`src/rtl/pipe_hazard_ctrl.sv`:
```
// Pipeline hazard controller: stall/bubble vectors, deferred flush
// ordering, saturating statistics and a consecutive-stall watchdog.
module pipe_hazard_ctrl #(
  parameter int STAGES     = 5,
  parameter int LW         = $clog2(STAGES+1),
  parameter int CNT_W      = 32,
  parameter int WDOG_LIMIT = 1024
) (
  input  logic              clk,
  input  logic              rst,
  input  logic              rdy,
  input  logic [STAGES-1:0] stall_req,
  input  logic              flush_req,
  input  logic [LW-1:0]     flush_lvl,
  input  logic              clr_stats,
  output logic [STAGES-1:0] stall_out,
  output logic [STAGES-1:0] bubble_out,
  output logic [STAGES-1:0] flush_out,
  output logic              flush_pend,
  output logic [CNT_W-1:0]  stall_cycles,
  output logic [CNT_W-1:0]  flush_count,
  output logic              wdog_err
);

  localparam int WD_W =
    (WDOG_LIMIT > 0) ? $clog2(WDOG_LIMIT+1) : 1;
  localparam logic [WD_W-1:0] WDL = WD_W'(WDOG_LIMIT);
  localparam logic [LW-1:0] MAXL = LW'(STAGES);

  logic [LW-1:0]    r_pend_lvl;
  logic [CNT_W-1:0] r_stall_cycles;
  logic [CNT_W-1:0] r_flush_count;
  logic [WD_W-1:0]  r_cons;
  logic             r_wdog;

  logic [LW-1:0] w_k;
  logic          w_any;
  logic [LW-1:0] w_req_lvl;
  logic [LW-1:0] w_eff;
  logic          w_go;
  logic          w_stalled;
  logic          w_flushed;

  always_comb begin
    w_k   = '0;
    w_any = 1'b0;
    for (int i = 0; i < STAGES; i++) begin
      if (stall_req[i]) begin
        w_k   = LW'(i);
        w_any = 1'b1;
      end
    end
  end

  // Out-of-range levels are clamped to a full flush.
  assign w_req_lvl = !flush_req ? '0 :
                     (flush_lvl > MAXL) ? MAXL : flush_lvl;
  assign w_eff = (r_pend_lvl > w_req_lvl) ? r_pend_lvl
                                          : w_req_lvl;
  assign w_go  = (w_eff != '0) && (!w_any || (w_k < w_eff));

  always_comb begin
    stall_out  = '0;
    bubble_out = '0;
    flush_out  = '0;
    if (!rst) begin
      if (!rdy) begin
        stall_out = '1;
      end else if (w_go) begin
        for (int i = 0; i < STAGES; i++)
          flush_out[i] = LW'(i) < w_eff;
      end else if (w_any) begin
        for (int i = 0; i < STAGES; i++) begin
          stall_out[i]  = LW'(i) <= w_k;
          bubble_out[i] = LW'(i) == (w_k + LW'(1));
        end
      end
    end
  end

  assign w_stalled = |stall_out;
  assign w_flushed = |flush_out;

  // w_eff already holds the merged level, so loading it merges.
  always_ff @(posedge clk) begin
    if (rst)
      r_pend_lvl <= '0;
    else if (rdy && w_go)
      r_pend_lvl <= '0;
    else
      r_pend_lvl <= w_eff;
  end

  always_ff @(posedge clk) begin
    if (rst || clr_stats) begin
      r_stall_cycles <= '0;
      r_flush_count  <= '0;
      r_cons         <= '0;
      r_wdog         <= 1'b0;
    end else if (rdy) begin
      if (w_stalled && (r_stall_cycles != '1))
        r_stall_cycles <= r_stall_cycles + CNT_W'(1);
      if (w_flushed && (r_flush_count != '1))
        r_flush_count <= r_flush_count + CNT_W'(1);
      if (!w_stalled)
        r_cons <= '0;
      else if (r_cons != WDL)
        r_cons <= r_cons + WD_W'(1);
      if ((WDOG_LIMIT != 0) && w_stalled &&
          (r_cons >= WDL - WD_W'(1)))
        r_wdog <= 1'b1;
    end
  end

  assign flush_pend   = |r_pend_lvl;
  assign stall_cycles = r_stall_cycles;
  assign flush_count  = r_flush_count;
  assign wdog_err     = r_wdog;

endmodule
```
`config.mk`:
```
export PLATFORM = sky130hd
export DESIGN_NAME = pipe_hazard_ctrl
export DESIGN_NICKNAME = d
export VERILOG_FILES = /design/src/rtl/pipe_hazard_ctrl.sv
export SDC_FILE = /design/constraint.sdc
export NUM_CORES = 1
export LEC_CHECK = 0
export ABC_AREA = 1
export CAP_MARGIN = 25
export CORE_UTILIZATION = 60
export CTS_BUF_LIST = sky130_fd_sc_hd__clkbuf_8
export CTS_CLUSTER_DIAMETER = 30
export DETAILED_ROUTE_END_ITERATION = 16
export GPL_TIMING_DRIVEN = 0
export PLACE_DENSITY_LB_ADDON = 0.05
export SETUP_SLACK_MARGIN = 0.1
export SLEW_MARGIN = 25
export SYNTH_ARGS = -nofsm -noshare
export SYNTH_HDL_FRONTEND = slang
export SYNTH_SLANG_ARGS = --single-unit
```
`constraint.sdc`:
```
create_clock -name clk -period 7.6 [get_ports clk]
set_input_delay 2.28 -clock clk [delete_from_list [all_inputs] [get_ports clk]]
set_output_delay 2.28 -clock clk [all_outputs]
set_load 0.05 [all_outputs]
```
==> summary.md, run 1 <==
| Metric | Value |
|---|---|
| Count of hold-fix buffers inserted at cts | `0` |
| Switching share of power | `0.411` |
| Highest-count cells in the layout ignoring fill and taps | `nand2_1 (179), nor2_1 (87), dfxtp_1 (79), clkdlybuf4s50_1 (75), nand3_1 (70)` |
| Highest-delay cell along the critical path | `clkdlybuf4s50_1` |
| Multi-input logic area | `between 0.003 and 0.004 sq mm` |
| Final count of negative-setup-slack endpoints | `1` |
| CTS tree | `yes` |
| Category of the critical setup timing path | `in -> out` |
| Starting density of the core | `0.619` |
| Leading area contributor after synthesis | `dfxtp_1` |
| Number of placed instances with taps included | `1,006` |
| Total number of vias | `6,028` |
| Core area | `between 0.008 and 0.009 sq mm` |
| Total global routing track utilization | `0.349` |
| Critical path arrival | `~5.3 ns` |
| Fraction of power consumed by the clock network | `0.264` |
| CP cell instances | `clkdlybuf4s50_1 -> nand2_1 -> ha_4 -> a21oi_4 -> nand2_4 -> nand2_2 -> nand2_2 -> nand2_2 -> inv_2 -> ha_1 -> nand2_1 -> inv_1 -> nand2_1 -> nand2_2 -> nand2_2 -> nand2_4 -> nor2_8 -> inv_2 -> a21oi_2 -> a21boi_2 -> buf_6` |
| Worst slew margin relative to its limit | `0.546` |
| Number of antenna violations at the first check in global routing | `0` |
| Pins over their slew limit | `0` |
| Number of H-tree levels | `3` |
| Most common cell after layout, fill and taps aside | `nand2_1` |
| Count of cell types in the netlist | `39` |
| Number of buffers added by the clock tree synthesis step | `9` |
| Row count | `34` |
| Final critical-path share of the clock period | `1.00` |
| Area of the die | `about 0.0094 sq mm` |
| Cell repeated most along the worst path | `nand2_2` |
| Max Clock Freq | `approximately 0.13 GHz` |
| Pin count of the biggest net entering global routing | `15` |
| # clock sinks | `a little under 80` |
| Yosys warning total | `0` |
| Residual antenna-violating net count after detailed routing | `0` |
| Final routed wirelength across all metal layers | `16,800 um` |
| Sequential fraction of the synthesis area | `0.293` |
| Count of state elements after synthesis | `between 70 and 80` |
| Type of the worst min-delay path | `reg -> reg` |
| Fill cell count | `between 600 and 700` |
| Final Total Pwr | `roughly 1.3 mW` |
| Residual overflow from global routing | `0` |
| PnR worst setup slack | `-0.00380 ns` |
| Share of cells above drive strength 1 | `0.121` |
| Total non-filler cell area in the finished layout | `just under 0.007 sq mm` |
| Cell area after placement | `~0.0064 sq mm` |
| Clock root buffer master | `clkbuf_8` |
| Count of boundary I/O pins | `between 90 and 100` |
| Sequential power share | `0.340` |
| Footprint of the flip-flops and latches | `approximately 0.0016 sq mm` |
| Synth Instances | `around 800` |
| Number of vias per cell | `just under 6` |
| First-pass GRT wire length | `approximately 27,000 um` |
| Endpoint class of the critical path | `output pin` |
| Fin Hold WS | `approximately 0.48 ns` |
| Reported net switching power | `~520 uW` |
| Max Cap Viol | `0` |
| Clock slew at reported path FFs | `around 0.09 ns` |
| Number of hold violations in the final report | `0` |
| Synth Net Count | `a little over 800` |
| Syn avg cell area | `roughly 6.7 sq um` |
| Detailed-placement wirelength estimate | `12,500 um` |
| Number of antenna cells inserted | `0` |
| R2R setup slack | `between 4 and 5 ns` |
| Cell-internal power | `751 uW` |
| Combinational cell fraction of total power | `0.396` |
| Required time worst endpoint | `between 5 and 6 ns` |
| Max Root-Sink Buffers | `2` |
| TritonRoute pass-1 iters | `5` |
| P_leak | `approximately 2.5 nW` |
| Post-layout minimum cycle time | `between 7 and 8 ns` |
| Vertical die dimension | `around 97 um` |
| Result of the run | `finished, violations left` |
| Buffers on Ports | `~90` |
| Die width | `96.8 um` |
| Source-to-sink clock delay at the later pin of the worst-skew pair | `around 0.36 ns` |
| Vias in the first global route | `around 5.5k` |
| Biggest fanout along the worst timing path | `5` |
| Synth top area share | `0.293` |
| Sum of negative setup slack | `-0.00380 ns` |
| Failing checks | `negative setup slack` |
| Final core utilization | `0.778` |
| Number of remaining DRC errors | `0` |
| Skew final | `0.0109 ns` |
| Routed length per placed instance | `between 15 and 20 um` |
| Number of standard cells in the final layout excluding fillers | `1,027` |
| Pre-CTS worst setup slack | `-0.602 ns` |
| Worst Tran Pin Value | `around 0.67 ns` |
| Global placement routability congestion | `slightly above 1` |
| Number of nets in the layout | `roughly 940` |
| CP Launch Type | `primary input` |
| Highest ir drop seen on vdd | `0.117 mV` |
| Area added between synthesis and finish | `25.8%` |
| Main area contributors after synthesis | `dfxtp_1 (29%), nand2_1 (13%), xor2_1 (7.8%)` |
| Power density over the cells | `188 mW/mm^2` |
| Violation count after the first detailed-routing iteration | `527` |
| Area of the mapped netlist | `about 0.0054 sq mm` |
| Delay contributed by the slowest stage of the critical path | `roughly 0.5 ns` |
==> per-layer routing <==
metal,track usage,up-vias,part of all wire
met4,0.0896,0,0.021
li1,-,2887,-
met1,0.476,2787,0.44
met3,0.0643,34,0.081
met2,0.566,320,0.46
met5,0,-,0
==> registers in the layout (all words and copies together) (netlist names) <==
name,count
flush_count,32
r_cons,11
r_pend_lvl,3
stall_cycles,32
wdog_err,1
==> layout make-up <==
class	instances	area share
Multi-Input combinational cell	617	0.504
Sequential cell	79	0.233
Timing Repair Buffer	96	0.138
Inverter	74	0.0409
Buffer	37	0.0341
Clock buffer	10	0.0203
Tap cell	108	0.0199
Clock inverter	6	0.0101
==> synth_stat cells (all sizes together) <==
cell	number
nand4	41
clkbuf	10
nor3	32
nor4	17
o31ai	1
a21oi	74
buf	27
o21a	1
xor2	48
inv	74
dfxtp	79
nor2	93
and2	1
nand3	78
o21bai	1
a31oi	3
xnor2	15
nand2	191
conb	1
a21boi	1
o21ai	8
ha	9
nor3b	2
==> logic make-up after synthesis <==
family,synth area share
XOR/XNOR,0.102
flip-flops,0.293
other,0.000695
AO/OA/AOI/OAI,0.0893
AND/OR/NAND/NOR,0.399
adder cells (fa/ha/maj),0.0209
buffers and inverters,0.0944
==> power by group through the flow <==
stage / registers (mW) / logic [mW] / clock network [mW]
6_report: 0.434 / 0.505 / 0.336
5_1_grt: 0.434 / 0.533 / 0.358
4_1_cts: 0.431 / 0.436 / 0.338
3_5_place_dp: 0.441 / 0.435 / 0
3_3_place_gp: 0.439 / 0.419 / 0
2_1_floorplan: 0.443 / 0.326 / 0
==> critical path: cells and delay by family <==
family | cells | cell delay, ns
AO/OA/AOI/OAI | 3 | 0.55
adder cells (fa/ha/maj) | 2 | 0.57
AND/OR/NAND/NOR | 11 | 1.04
buffers and inverters | 5 | 0.85
==> worst paths after layout <==
check	start	endpoint	cells past startpoint
worst max-delay path	flush_req	flush_out[2]	21
worst min-delay path	wdog_err$_SDFFE_PP0P_	wdog_err$_SDFFE_PP0P_	2
worst max register to register	r_pend_lvl[2]$_SDFF_PP0_	flush_count[3]$_SDFFE_PP0P_	20
worst min register to register	wdog_err$_SDFFE_PP0P_	wdog_err$_SDFFE_PP0P_	2
==> what timing repair did <==
action / 4_1_cts / 5_1_grt
endpoints found under the hold margin: 0 / 0
resized for setup: 72 / 24
setup endpoints to repair: 14 / 14
pin swaps: 0 / 6
buffers inserted: 0 / 5
Note: power is estimated with default switching activity, not from simulation.
==> run 2: changes to the inputs <==
CORE_MARGIN = 2   (was unset)
==> run 2 against run 1 <==
The run now ends clean. Total power rose by 2.2%. Routed wire length down 2.1%. Clock power grew 19%. Highest routed layer unchanged.
==> summary.md, run 2 (synthesized netlist as in run 1, its figures left out) <==
| Metric | Value |
|---|---|
| Count of hold-fix buffers inserted at cts | `0 (unchanged)` |
| Total non-filler cell area in the finished layout | `0.00676 sq mm (-0.33%)` |
| Number of antenna cells inserted | `0 (unchanged)` |
| Required time worst endpoint | `5.32 ns (about the same)` |
| Number of nets in the layout | `935 (-0.11%)` |
| Combinational cell fraction of total power | `0.362 (-0.034)` |
| Switching share of power | `0.380 (-0.0313)` |
| Final core utilization | `0.776 (-0.00258)` |
| Pin count of the biggest net entering global routing | `14 (-1)` |
| Vias in the first global route | `5,583 (+1.1%)` |
| Post-layout minimum cycle time | `7.37 ns (-0.229 ns)` |
| Result of the run | `finished, final reports clean` |
| Total number of vias | `5,920 (-1.8%)` |
| P_leak | `2.49 nW (+0.56%)` |
| Max Clock Freq | `0.136 GHz (+3.1%)` |
| Pins over their slew limit | `0 (unchanged)` |
| Final count of negative-setup-slack endpoints | `0 (-1)` |
| CP Launch Type | `primary input` |
| Pre-CTS worst setup slack | `-0.565 ns (+0.0374 ns)` |
| Power density over the cells | `193 mW/mm^2 (+2.6%)` |
| Multi-input logic area | `0.00338 sq mm (-1.1%)` |
| Worst slew margin relative to its limit | `0.523 (-0.0227)` |
| Worst Tran Pin Value | `0.708 ns (+0.0337 ns)` |
| Buffers on Ports | `91 (unchanged)` |
| TritonRoute pass-1 iters | `5 (unchanged)` |
| Highest-count cells in the layout ignoring fill and taps | `nand2_1 (179), nor2_1 (87), dfxtp_1 (79), clkdlybuf4s50_1 (75)` |
| Area added between synthesis and finish | `25.4%` |
| Max Cap Viol | `0 (unchanged)` |
| PnR worst setup slack | `0.225 ns (+0.229 ns)` |
| Highest-delay cell along the critical path | `clkdlybuf4s50_1` |
| CTS tree | `yes` |
| Reported net switching power | `495 uW (-5.5%)` |
| Detailed-placement wirelength estimate | `12,500 um (+0.20%)` |
| Delay contributed by the slowest stage of the critical path | `0.47 ns (-0.03 ns)` |
| Critical path arrival | `5.09 ns (-0.23 ns)` |
| Row count | `34 (unchanged)` |
| Cell area after placement | `0.00645 sq mm (unchanged)` |
| Residual overflow from global routing | `0 (unchanged)` |
| Number of vias per cell | `5.77 (-1.7%)` |
| Endpoint class of the critical path | `output pin` |
| Number of hold violations in the final report | `0 (unchanged)` |
| First-pass GRT wire length | `26,900 um (-0.74%)` |
| Total global routing track utilization | `0.336 (-0.0126)` |
| Final Total Pwr | `1.30 mW (+2.2%)` |
| Cell-internal power | `809 uW (+7.7%)` |
| Clock root buffer master | `clkbuf_8` |
| Share of cells above drive strength 1 | `0.118 (-0.00314)` |
| Residual antenna-violating net count after detailed routing | `0 (unchanged)` |
| Clock slew at reported path FFs | `0.08 ns (about the same)` |
| Most common cell after layout, fill and taps aside | `nand2_1` |
| Final routed wirelength across all metal layers | `16,500 um (-2.1%)` |
| Fill cell count | `668 (-1.5%)` |
| CP cell instances | `clkdlybuf4s50_1 -> inv_1 -> nor2_2 -> inv_2 -> ha_4 -> nand3_2 -> nand2_4 -> nand2_1 -> nand2_2 -> ha_1 -> a21oi_1 -> nand2_2 -> nand2_2 -> nand2_4 -> nor2_8 -> inv_2 -> a21oi_2 -> a21boi_2 -> buf_6` |
| Footprint of the flip-flops and latches | `0.00158 sq mm (unchanged)` |
| Skew final | `0.0146 ns (+0.00371 ns)` |
| Fraction of power consumed by the clock network | `0.308 (+0.044)` |
| # clock sinks | `79 (unchanged)` |
| Source-to-sink clock delay at the later pin of the worst-skew pair | `0.36 ns (about the same)` |
| Highest ir drop seen on vdd | `0.122 mV (+4.4%)` |
| Number of H-tree levels | `3 (unchanged)` |
| Count of boundary I/O pins | `94 (unchanged)` |
| Category of the critical setup timing path | `in -> out` |
| Die width | `98.8 um (+2.1%)` |
| Core area | `0.00872 sq mm (unchanged)` |
| RSZ-0062 raised after global routing | `false` |
| Sequential power share | `0.330 (-0.010)` |
| Global placement routability congestion | `1.05 (+1.1%)` |
| Area of the die | `0.00976 sq mm (+4.2%)` |
| Number of buffers added by the clock tree synthesis step | `9 (unchanged)` |
| Violation count after the first detailed-routing iteration | `512 (-2.8%)` |
| Routed length per placed instance | `16.1 um (-2.0%)` |
| Number of antenna violations at the first check in global routing | `0 (unchanged)` |
| Starting density of the core | `0.619 (unchanged)` |
| Number of remaining DRC errors | `0 (unchanged)` |
| Final critical-path share of the clock period | `0.970 (-0.0301)` |
| Cell repeated most along the worst path | `nand2_2` |
| Type of the worst min-delay path | `reg -> reg` |
| Biggest fanout along the worst timing path | `6 (+1)` |
| Max Root-Sink Buffers | `2 (unchanged)` |
| Vertical die dimension | `98.8 um (+2.1%)` |
run 2: routing by layer:
layer  wire, um  vias to the layer above  global-route usage
met5          0                        -                   0
met4        273                        0               0.123
met3       1350                       31              0.0440
met2       7480                      282               0.535
met1       7370                     2724               0.467
li1           -                     2883                   -
run 2: final cells by class:
cell class                 count  share of cell area
buffer                        37              0.0342
clock buffer                  11              0.0224
clock inverter                 5              0.0154
inverter                      74              0.0411
multi-input combinational    617               0.500
sequential                    79               0.234
tap                          108              0.0200
timing repair buffer          95               0.133
run 2: timing repair:
action,4_1_cts,5_1_grt
setup buffers,0,4
gates resized for setup,79,19
pin swaps,0,5
setup endpoints to repair,14,14
run 2: worst paths after layout:
path                       startpoint                          end  slack [ns]  cells after the start
max                         flush_req                 flush_out[2]        0.23                     19
min             wdog_err$_SDFFE_PP0P_        wdog_err$_SDFFE_PP0P_        0.48                      2
max reg2reg  r_pend_lvl[2]$_SDFF_PP0_  flush_count[3]$_SDFFE_PP0P_        4.84                     20
min reg2reg     wdog_err$_SDFFE_PP0P_        wdog_err$_SDFFE_PP0P_        0.48                      2
run 2: power by group through the flow:
stage	clock network (mW)	registers (mW)	logic, mW
after CTS	0.402	0.430	0.435
after detailed placement	0	0.440	0.439
after global placement	0	0.439	0.420
final	0.401	0.431	0.472
after global routing	0.417	0.432	0.504
after floorplan	0	0.443	0.326
run 2: through the flow:
stage / hold WS (ns) / setup TNS [ns] / instances
final: 0.476 / 0 / 1026
after floorplan: 0.477 / -0.169 / 807
after CTS: 0.465 / 0 / 1022
after global routing: 0.496 / 0 / 1026
after global placement: 0.440 / -4.19 / 1006
after detailed placement: 0.453 / -6.31 / 1006
run 2: critical path, delay by kind of cell:
| family | cells | cell delay [ns] |
|---|---|---|
| buf+inv | 5 | 0.84 |
| compound gates | 3 | 0.47 |
| fa+ha+maj | 2 | 0.55 |
| simple gates | 9 | 0.95 |
